## src/rtl/fixmul_pkg.sv

```systemverilog
// Shared types and constants for the sequential fixed-point multiplier.
// Saturation on overflow is enabled by defining FIXMUL_SAT_EN.
package fixmul_pkg;

  localparam int DEFAULT_Q_BITS  = 10;
  localparam int DEFAULT_D_WIDTH = 32;

  typedef enum logic [1:0] {
    IDLE,
    BUSY,
    DONE
  } state_e;

  function automatic logic [63:0] rnd_const(input int q);
    return 64'(1) << (q - 1);
  endfunction

endpackage

```

## src/rtl/fixmul_round_sat.sv

```systemverilog
// Rounds an unsigned magnitude, applies sign, then wraps or clamps.
// Clamping is built only when FIXMUL_SAT_EN is defined.
module fixmul_round_sat
  import fixmul_pkg::*;
#(
  parameter int Q_BITS  = DEFAULT_Q_BITS,
  parameter int D_WIDTH = DEFAULT_D_WIDTH
) (
  input  logic [2*D_WIDTH-1:0] acc,
  input  logic                 sign,
  output logic [D_WIDTH-1:0]   product
);

  localparam int AW = 2 * D_WIDTH + 1;
  localparam logic [AW-1:0] NEG_LIM = AW'(1) << (D_WIDTH - 1);
  localparam logic [AW-1:0] POS_LIM = NEG_LIM - AW'(1);

  logic [AW-1:0]      sum;
  logic [AW-1:0]      r;
  logic [D_WIDTH-1:0] r_lo;
  logic               neg;
  logic               pos_ovf;
  logic               neg_ovf;
  logic               sat_en;

  // Extra top bit keeps the rounding add from overflowing.
  assign sum  = {1'b0, acc} + AW'(rnd_const(Q_BITS));
  assign r    = sum >> Q_BITS;
  assign r_lo = r[D_WIDTH-1:0];
  assign neg  = sign && (r != '0);

  assign pos_ovf = !neg && (r > POS_LIM);
  assign neg_ovf = neg && (r > NEG_LIM);

`ifdef FIXMUL_SAT_EN
  assign sat_en = 1'b1;
`else
  assign sat_en = 1'b0;
`endif

  always_comb begin
    product = neg ? (~r_lo + 1'b1) : r_lo;
    if (sat_en && pos_ovf) begin
      product = {1'b0, {(D_WIDTH-1){1'b1}}};
    end else if (sat_en && neg_ovf) begin
      product = {1'b1, {(D_WIDTH-1){1'b0}}};
    end
  end

endmodule

```

## src/rtl/fixmul_seq.sv

```systemverilog
// Shift-add signed fixed-point multiplier, one multiplier bit per cycle.
// Optional output clamp via FIXMUL_SAT_EN (see fixmul_round_sat).
module fixmul_seq
  import fixmul_pkg::*;
#(
  parameter int Q_BITS  = DEFAULT_Q_BITS,
  parameter int D_WIDTH = DEFAULT_D_WIDTH
) (
  input  logic               clock,
  input  logic               reset,
  input  logic [D_WIDTH-1:0] multiplicand,
  input  logic [D_WIDTH-1:0] multiplier,
  input  logic               valid_in,
  output logic               ready_in,
  output logic [D_WIDTH-1:0] product,
  output logic               valid_out,
  input  logic               ready_out
);

  localparam int CW = $clog2(D_WIDTH);
  localparam int AW = 2 * D_WIDTH;

  state_e             state_q, state_d;
  logic [D_WIDTH-1:0] a_mag_q, a_mag_d;
  logic [D_WIDTH-1:0] b_mag_q, b_mag_d;
  logic [AW-1:0]      acc_q, acc_d;
  logic [CW-1:0]      cnt_q, cnt_d;
  logic               sign_q, sign_d;
  logic [D_WIDTH-1:0] prod_q, prod_d;
  logic               vout_q, vout_d;

  logic [D_WIDTH-1:0] a_abs;
  logic [D_WIDTH-1:0] b_abs;
  logic [AW-1:0]      part;
  logic [AW-1:0]      acc_nxt;
  logic [D_WIDTH-1:0] rs_prod;

  // Unsigned view makes the most negative value map to 2^(D_WIDTH-1).
  assign a_abs = multiplicand[D_WIDTH-1] ? (~multiplicand + 1'b1)
                                         : multiplicand;
  assign b_abs = multiplier[D_WIDTH-1] ? (~multiplier + 1'b1)
                                       : multiplier;

  assign part    = {{D_WIDTH{1'b0}}, a_mag_q} << cnt_q;
  assign acc_nxt = b_mag_q[cnt_q] ? (acc_q + part) : acc_q;

  fixmul_round_sat #(
    .Q_BITS  (Q_BITS),
    .D_WIDTH (D_WIDTH)
  ) u_round_sat (
    .acc     (acc_nxt),
    .sign    (sign_q),
    .product (rs_prod)
  );

  assign ready_in  = (state_q == IDLE);
  assign valid_out = vout_q;
  assign product   = prod_q;

  always_comb begin
    state_d = state_q;
    a_mag_d = a_mag_q;
    b_mag_d = b_mag_q;
    acc_d   = acc_q;
    cnt_d   = cnt_q;
    sign_d  = sign_q;
    prod_d  = prod_q;
    vout_d  = vout_q;
    unique case (state_q)
      IDLE: begin
        if (valid_in) begin
          a_mag_d = a_abs;
          b_mag_d = b_abs;
          sign_d  = multiplicand[D_WIDTH-1]
                  ^ multiplier[D_WIDTH-1];
          acc_d   = '0;
          cnt_d   = '0;
          state_d = BUSY;
        end
      end
      BUSY: begin
        acc_d = acc_nxt;
        cnt_d = cnt_q + 1'b1;
        if (cnt_q == CW'(D_WIDTH - 1)) begin
          prod_d  = rs_prod;
          vout_d  = 1'b1;
          state_d = DONE;
        end
      end
      DONE: begin
        if (ready_out) begin
          vout_d  = 1'b0;
          state_d = IDLE;
        end
      end
      default: state_d = IDLE;
    endcase
  end

  always_ff @(posedge clock or negedge reset) begin
    if (!reset) begin
      state_q <= IDLE;
      a_mag_q <= '0;
      b_mag_q <= '0;
      acc_q   <= '0;
      cnt_q   <= '0;
      sign_q  <= 1'b0;
      prod_q  <= '0;
      vout_q  <= 1'b0;
    end else begin
      state_q <= state_d;
      a_mag_q <= a_mag_d;
      b_mag_q <= b_mag_d;
      acc_q   <= acc_d;
      cnt_q   <= cnt_d;
      sign_q  <= sign_d;
      prod_q  <= prod_d;
      vout_q  <= vout_d;
    end
  end

endmodule

```

## config.mk

```make
export PLATFORM = sky130hd
export DESIGN_NAME = fixmul_seq
export DESIGN_NICKNAME = d
export VERILOG_FILES = /design/src/rtl/fixmul_pkg.sv /design/src/rtl/fixmul_round_sat.sv /design/src/rtl/fixmul_seq.sv
export SDC_FILE = /design/constraint.sdc
export NUM_CORES = 1
export LEC_CHECK = 0
export ABC_AREA = 1
export CAP_MARGIN = 15
export CORE_MARGIN = 2
export CORE_UTILIZATION = 45
export DETAILED_ROUTE_END_ITERATION = 8
export GPL_TIMING_DRIVEN = 1
export PLACE_DENSITY = 0.62
export SLEW_MARGIN = 25
export SYNTH_ARGS = -nofsm -noshare
export SYNTH_HDL_FRONTEND = slang
export SYNTH_SLANG_ARGS = --single-unit
```

## constraint.sdc

```tcl
create_clock -name clock -period 14 [get_ports clock]
set_input_delay 2.1 -clock clock [delete_from_list [all_inputs] [get_ports clock]]
set_output_delay 2.1 -clock clock [all_outputs]
set_load 0.005 [all_outputs]
```

## After elaboration in Yosys (flattened, before gate mapping)

Index checks and enable logic that the tools add are counted.

- Add/subtract/negate cells: 6
- Magnitude comparators: 1
- Equal/unequal tests: 6
- Shift-type cells: 1
- Muxes and demuxes: 17
- Bitwise operators: 4
- Reductions and logical operators: 10

Operators with widths:

| cell | count |
|---|---|
| $mux W64 | 2 |
| $pmux W64 S2 | 1 |
| $add A32 B1 Y32 const B | 3 |
| $mux W32 | 3 |
| $not A32 Y32 | 3 |
| $add A64 B10 Y65 const B | 1 |
| $reduce_bool A65 Y1 | 1 |
| $add A64 B64 Y64 | 1 |
| $shl A32 B5 Y64 | 1 |
| $pmux W5 S2 | 1 |
| $lt A5 B6 Y1 const B | 1 |
| $mux W2 | 3 |
| $ne A2 B2 Y1 const B | 3 |
| $pmux W2 S3 | 1 |
| $reduce_and A2 Y1 | 3 |
| $reduce_and A3 Y1 | 2 |
| $add A5 B1 Y5 const B | 1 |
| $bmux W1 S5 | 1 |
| $eq A5 B5 Y1 const B | 1 |
| $mux W5 | 1 |
| $reduce_bool A2 Y1 | 2 |
| $mux W1 | 3 |
| $eq A2 B1 Y1 const B | 1 |
| $eq A2 B2 Y1 const B | 1 |
| other kinds (4) | 4 |

- Flip-flop bits (word level): 169
- Bits of input ports: 68
- Output and inout port bits: 34
- Logic and storage cells: 53

## Logic depth before layout (Yosys ltp)

- Depth after elaboration: 7
- Gate-level depth with buffers: 48

## Modules after synthesis

Synthesis repeated with hierarchy kept, for this count alone.

- Cells, all modules: 3421
- Area total of the unflattened synthesis: 19531.2 um2

Modules (own cells, without submodules):

| module | instances | cells each | area each (um2) | sequential area each (um2) |
|---|---|---|---|---|
| fixmul_seq | 1 | 2745 | 16517.1 | 4229.1 |
| fixmul_round_sat | 1 | 676 | 3014.1 | 0.0 |

## Worst setup path after synthesis

Ideal clock, no wire load.

- Path kind: register -> register
- Start: reg cnt_q[0]
- End: reg prod_q[7] (netlist: product[7])
- Library setup time: 0.118 ns
- Arrival time: 4.715 ns
- Path slack: 9.167 ns
- Cell stages (with the launch flop): 41
- Period minus slack after synthesis: 4.833 ns
- Cell sequence: dfrtp_1 > buf_6 > buf_4 > clkbuf_1 > nor2_1 > inv_1 > nor2_1 > inv_1 > nor2_1 > inv_1 > nor3_1 > ha_1 > inv_1 > fa_1 > inv_1 > nand3_1 > nor2_1 > nand2_1 > [... 5 more ...] > nand2_2 > ha_1 > nand2_1 > nor2_2 > nand2_1 > xor2_1 > nand2_1 > nor3_1 > nand3_2 > nor2_4 > nand2_2 > nor2_4 > nand2_4 > buf_6 > nand2_1 > nand2_1 > nand3_1 > nand2_1

- Cells in the longest elaborated chain, start to end: 7

Ends and longest elaborated chain:

| what | RTL line | RTL |
|---|---|---|
| from (decl) | fixmul_seq.sv:27 | `logic [CW-1:0] cnt_q, cnt_d;` |
| from (signal assigned) | fixmul_seq.sv:115 | `cnt_q <= cnt_d;` |
| $shl A32 B5 Y64 / $bmux W1 S5 (equally long branches) | fixmul_seq.sv:44, fixmul_seq.sv:45 |  |
| $add A64 B64 Y64 / $mux W1 (equally long branches) | fixmul_seq.sv:45 | `assign acc_nxt = b_mag_q[cnt_q] ? (acc_q + part) : acc_q;` |
| $mux W64 | fixmul_seq.sv:45 |  |
| $add A64 B10 Y65 | fixmul_round_sat.sv:27 | `assign sum = {1'b0, acc} + AW'(rnd_const(Q_BITS));` |
| $not A32 Y32 / $reduce_bool A65 Y1 (equally long branches) | fixmul_round_sat.sv:42, fixmul_round_sat.sv:30 |  |
| $add A32 B1 Y32 / $logic_and A1 B1 Y1 (equally long branches) | fixmul_round_sat.sv:42, fixmul_round_sat.sv:30 |  |
| $mux W32 | fixmul_round_sat.sv:42 | `product = neg ? (~r_lo + 1'b1) : r_lo;` |
| to (signal assigned) | fixmul_seq.sv:117 | `prod_q <= prod_d;` |
| to (decl) | fixmul_seq.sv:29 | `logic [D_WIDTH-1:0] prod_q, prod_d;` |

Several ways; a longest one is shown, not always the timed one. The select of a mux whose other input is x is not followed.
A chain may end at the register's enable or synchronous reset.

## Worst setup path after layout

- Start: reg cnt_q[0]
- End: reg prod_q[5] (netlist: product[5])

The elaborated chain is that of the path after synthesis.

==> metrics <==
status=finished, final reports clean; Routed Antenna Nets=0; Rows=77; xor/xnor share of the synthesized area=3.72%; largest net degree at the start of global routing=125; Post-Synth Adder-Cell Area=4.41%; 1st-pass router iterations=8; Synth Instances=3599; largest family of logic cells by synthesized area=simple AND/OR/NAND/NOR gates; Top Ports=102; share of cells above drive strength 1=3.54%; Via Count=22.8k; Critical Path Fanout Max=63; RSZ-0062 raised after global routing=no; initial antenna violation count=1; sequential area share after synthesis=21.1%; Crit. End Element=register; Die Span Y=215 um; Hold Crit Class=register to register; max_cap viols=0; area added between synthesis and finish=9.68%; Worst Skew=0.0245 ns; hold slack final=0.484 ns; post-synthesis simple-gate area fraction=45.8%; # DRC=0; Die Span X=215 um; clock latency on the worst-skew pair=0.50 ns; FMAX=137 MHz; cell area after synthesis=20000 um^2; Fin Setup TNS=0 ns; Post-CTS Hold Buffers=0; overall global routing resource usage=34.2%; ys async rst share=100%; Syn. warnings=0; die area=46200 um^2; most frequent CP cell=nand2_1; Sink Count=169; CTS tree=yes; CTS root buffer=clkbuf_16; nets=3766; Final Max Tran Viols=0; routed length per instance=18.7 um; first-pass GRT wire length=121000 um; Antenna diodes=0; number of fill cells=4816; CP arrival=7.71 ns; Final Wtd Congestion=1.03; kind of cell adding the most delay to the critical path=simple AND/OR/NAND/NOR gates; number of buffers created by CTS=17; Util after Layout=49.9%; cts repair resizes=0; fin crit share=52.3%; Buffers & Inverters on Critical Path=5; number of synthesized register bits=169; H-tree depth=4; Post-synth EDFFs=0; worst slack, placed=6.84 ns; Req. time, crit path=14.39 ns; element type at the critical path start=register; core outline area=44000 um^2; worst slew pin tran=1.05 ns; Routed WL=79300 um; grt ovf=0; Setup Crit Path Kind=register to register; Worst-path clk slew=0.08 ns; max incr delay on CP=0.50 ns; Max Root-Sink Buffers=2; Fin. Hold Viols=0; PortBufs=101; routed vias/inst=5.38; Post-CTS Setup Repair Bufs=0; detailed placement HPWL=64700 um; vias in the first global route=21.4k; Iter 0 DRT Violations=2171; mux contribution to synthesized area=1.70%; area fraction in compound gates after synthesis=10.2%; final worst-path setup slack=6.67 ns; worst rel slew slack=29.9%; Setup Viol. Count Final=0; ys flop type=dfrtp_1; Period minus WS final=7.33 ns; synthesized area per cell=5.56 um^2; Distinct cells, synth=46; Initial Utilization=45.5%; CP max-delay cell=ha_1; post-synthesis net count=3737
[metal layers]
layer	vias to the layer above	wire, um	global-route usage [%]
li1	11300	-	-
met1	10400	33900	43.7
met2	862	35600	55.2
met3	189	4660	3.96
met4	2	5110	21.3
met5	-	13	0
[flip-flops by register name, indices dropped and copies added, names as in the netlist]
signal,flops
sign_q,1
state_q,2
b_mag_q,32
product,32
cnt_q,5
a_mag_q,32
acc_q,64
valid_out,1
[metrics by stage]
| step | instances | area [um^2] |
|---|---|---|
| after floorplan | 3599 | 20000 |
| after global placement | 4201 | 21400 |
| after detailed placement | 4201 | 21400 |
| after CTS | 4233 | 21900 |
| after global routing | 4233 | 21900 |
| final | 4233 | 21900 |
[worst reg2reg max path: cells and delay by family (launching register included)]
kind	cells	cell delay, ns
AO/OA/AOI/OAI	4	1.12
adder cells (fa/ha/maj)	1	0.51
buffers and inverters	5	1.18
flip-flops	1	0.34
AND/OR/NAND/NOR	28	4.08
[cells by family after synthesis]
logic type | Yosys count
XOR/XNOR | 85
buffers and inverters | 658
adder cells (fa/ha/maj) | 70
AO/OA/AOI/OAI | 379
AND/OR/NAND/NOR | 2204
multiplexers | 34
flip-flops | 169
[placed cells by master, fill, tap and decap left out, types with 15 or more instances in the layout]
cell type / netlist / layout
clkdlybuf4s50_1: 0 / 100
ha_1: 69 / 69
o21ai_0: 209 / 209
a21oi_1: 79 / 79
xor2_1: 52 / 52
nand3_1: 268 / 268
nor2_2: 21 / 21
nand3b_1: 21 / 21
mux2i_1: 34 / 34
nand4_1: 40 / 40
clkbuf_16: 0 / 17
nand2_2: 16 / 17
inv_1: 535 / 535
dfrtp_1: 169 / 168
nor2_1: 351 / 351
nand2_1: 1393 / 1391
o22ai_1: 60 / 60
nor3_1: 48 / 48
buf_4: 6 / 15
xnor2_1: 33 / 33
[Yosys cell counts (9+ instances only)]
cell	n	share of area (%)
ha_1	69	4.3
o22ai_1	60	1.9
nor2_1	351	6.6
clkbuf_1	64	1.2
mux2i_1	34	1.7
nand2_2	16	0.50
nor2_2	21	0.66
nand3_1	268	6.7
xnor2_1	33	1.4
buf_6	13	0.73
nor4_1	9	0.28
nand3b_1	21	0.79
dfrtp_1	169	21
a21oi_1	79	2.0
nand4_1	40	1.3
nand2_1	1393	26
buf_2	12	0.30
inv_1	535	10
inv_2	11	0.21
nor3_1	48	1.2
buf_1	12	0.23
o21ai_0	209	5.2
xor2_1	52	2.3
[final cells by class]
class | count | area (um^2) | area share, %
repair buffers | 117 | 1140 | 5.18
multi-input cells | 2772 | 13200 | 60.1
well taps | 592 | 741 | 3.37
clock buffers | 18 | 429 | 1.96
flip-flops and latches | 169 | 4230 | 19.3
inverters | 551 | 2070 | 9.43
clock inverters | 14 | 158 | 0.718
[worst paths after layout]
check,startpoint,end,slack [ns],depth (start not counted)
max in group asynchronous,reset,product[22]$_DFFE_PN0P_,10.36,3
worst min register to register,product[14]$_DFFE_PN0P_,product[14]$_DFFE_PN0P_,0.48,2
worst max register to register,cnt_q[0]$_DFFE_PN0P_,product[5]$_DFFE_PN0P_,6.67,38
min in group asynchronous,reset,b_mag_q[13]$_DFFE_PN0P_,1.56,1
worst min-delay path,product[14]$_DFFE_PN0P_,product[14]$_DFFE_PN0P_,0.48,2
worst max-delay path,cnt_q[0]$_DFFE_PN0P_,product[5]$_DFFE_PN0P_,6.67,38
Power is not shown: default switching activity piles up to over one toggle a cycle in this logic, so the estimate is an artifact.
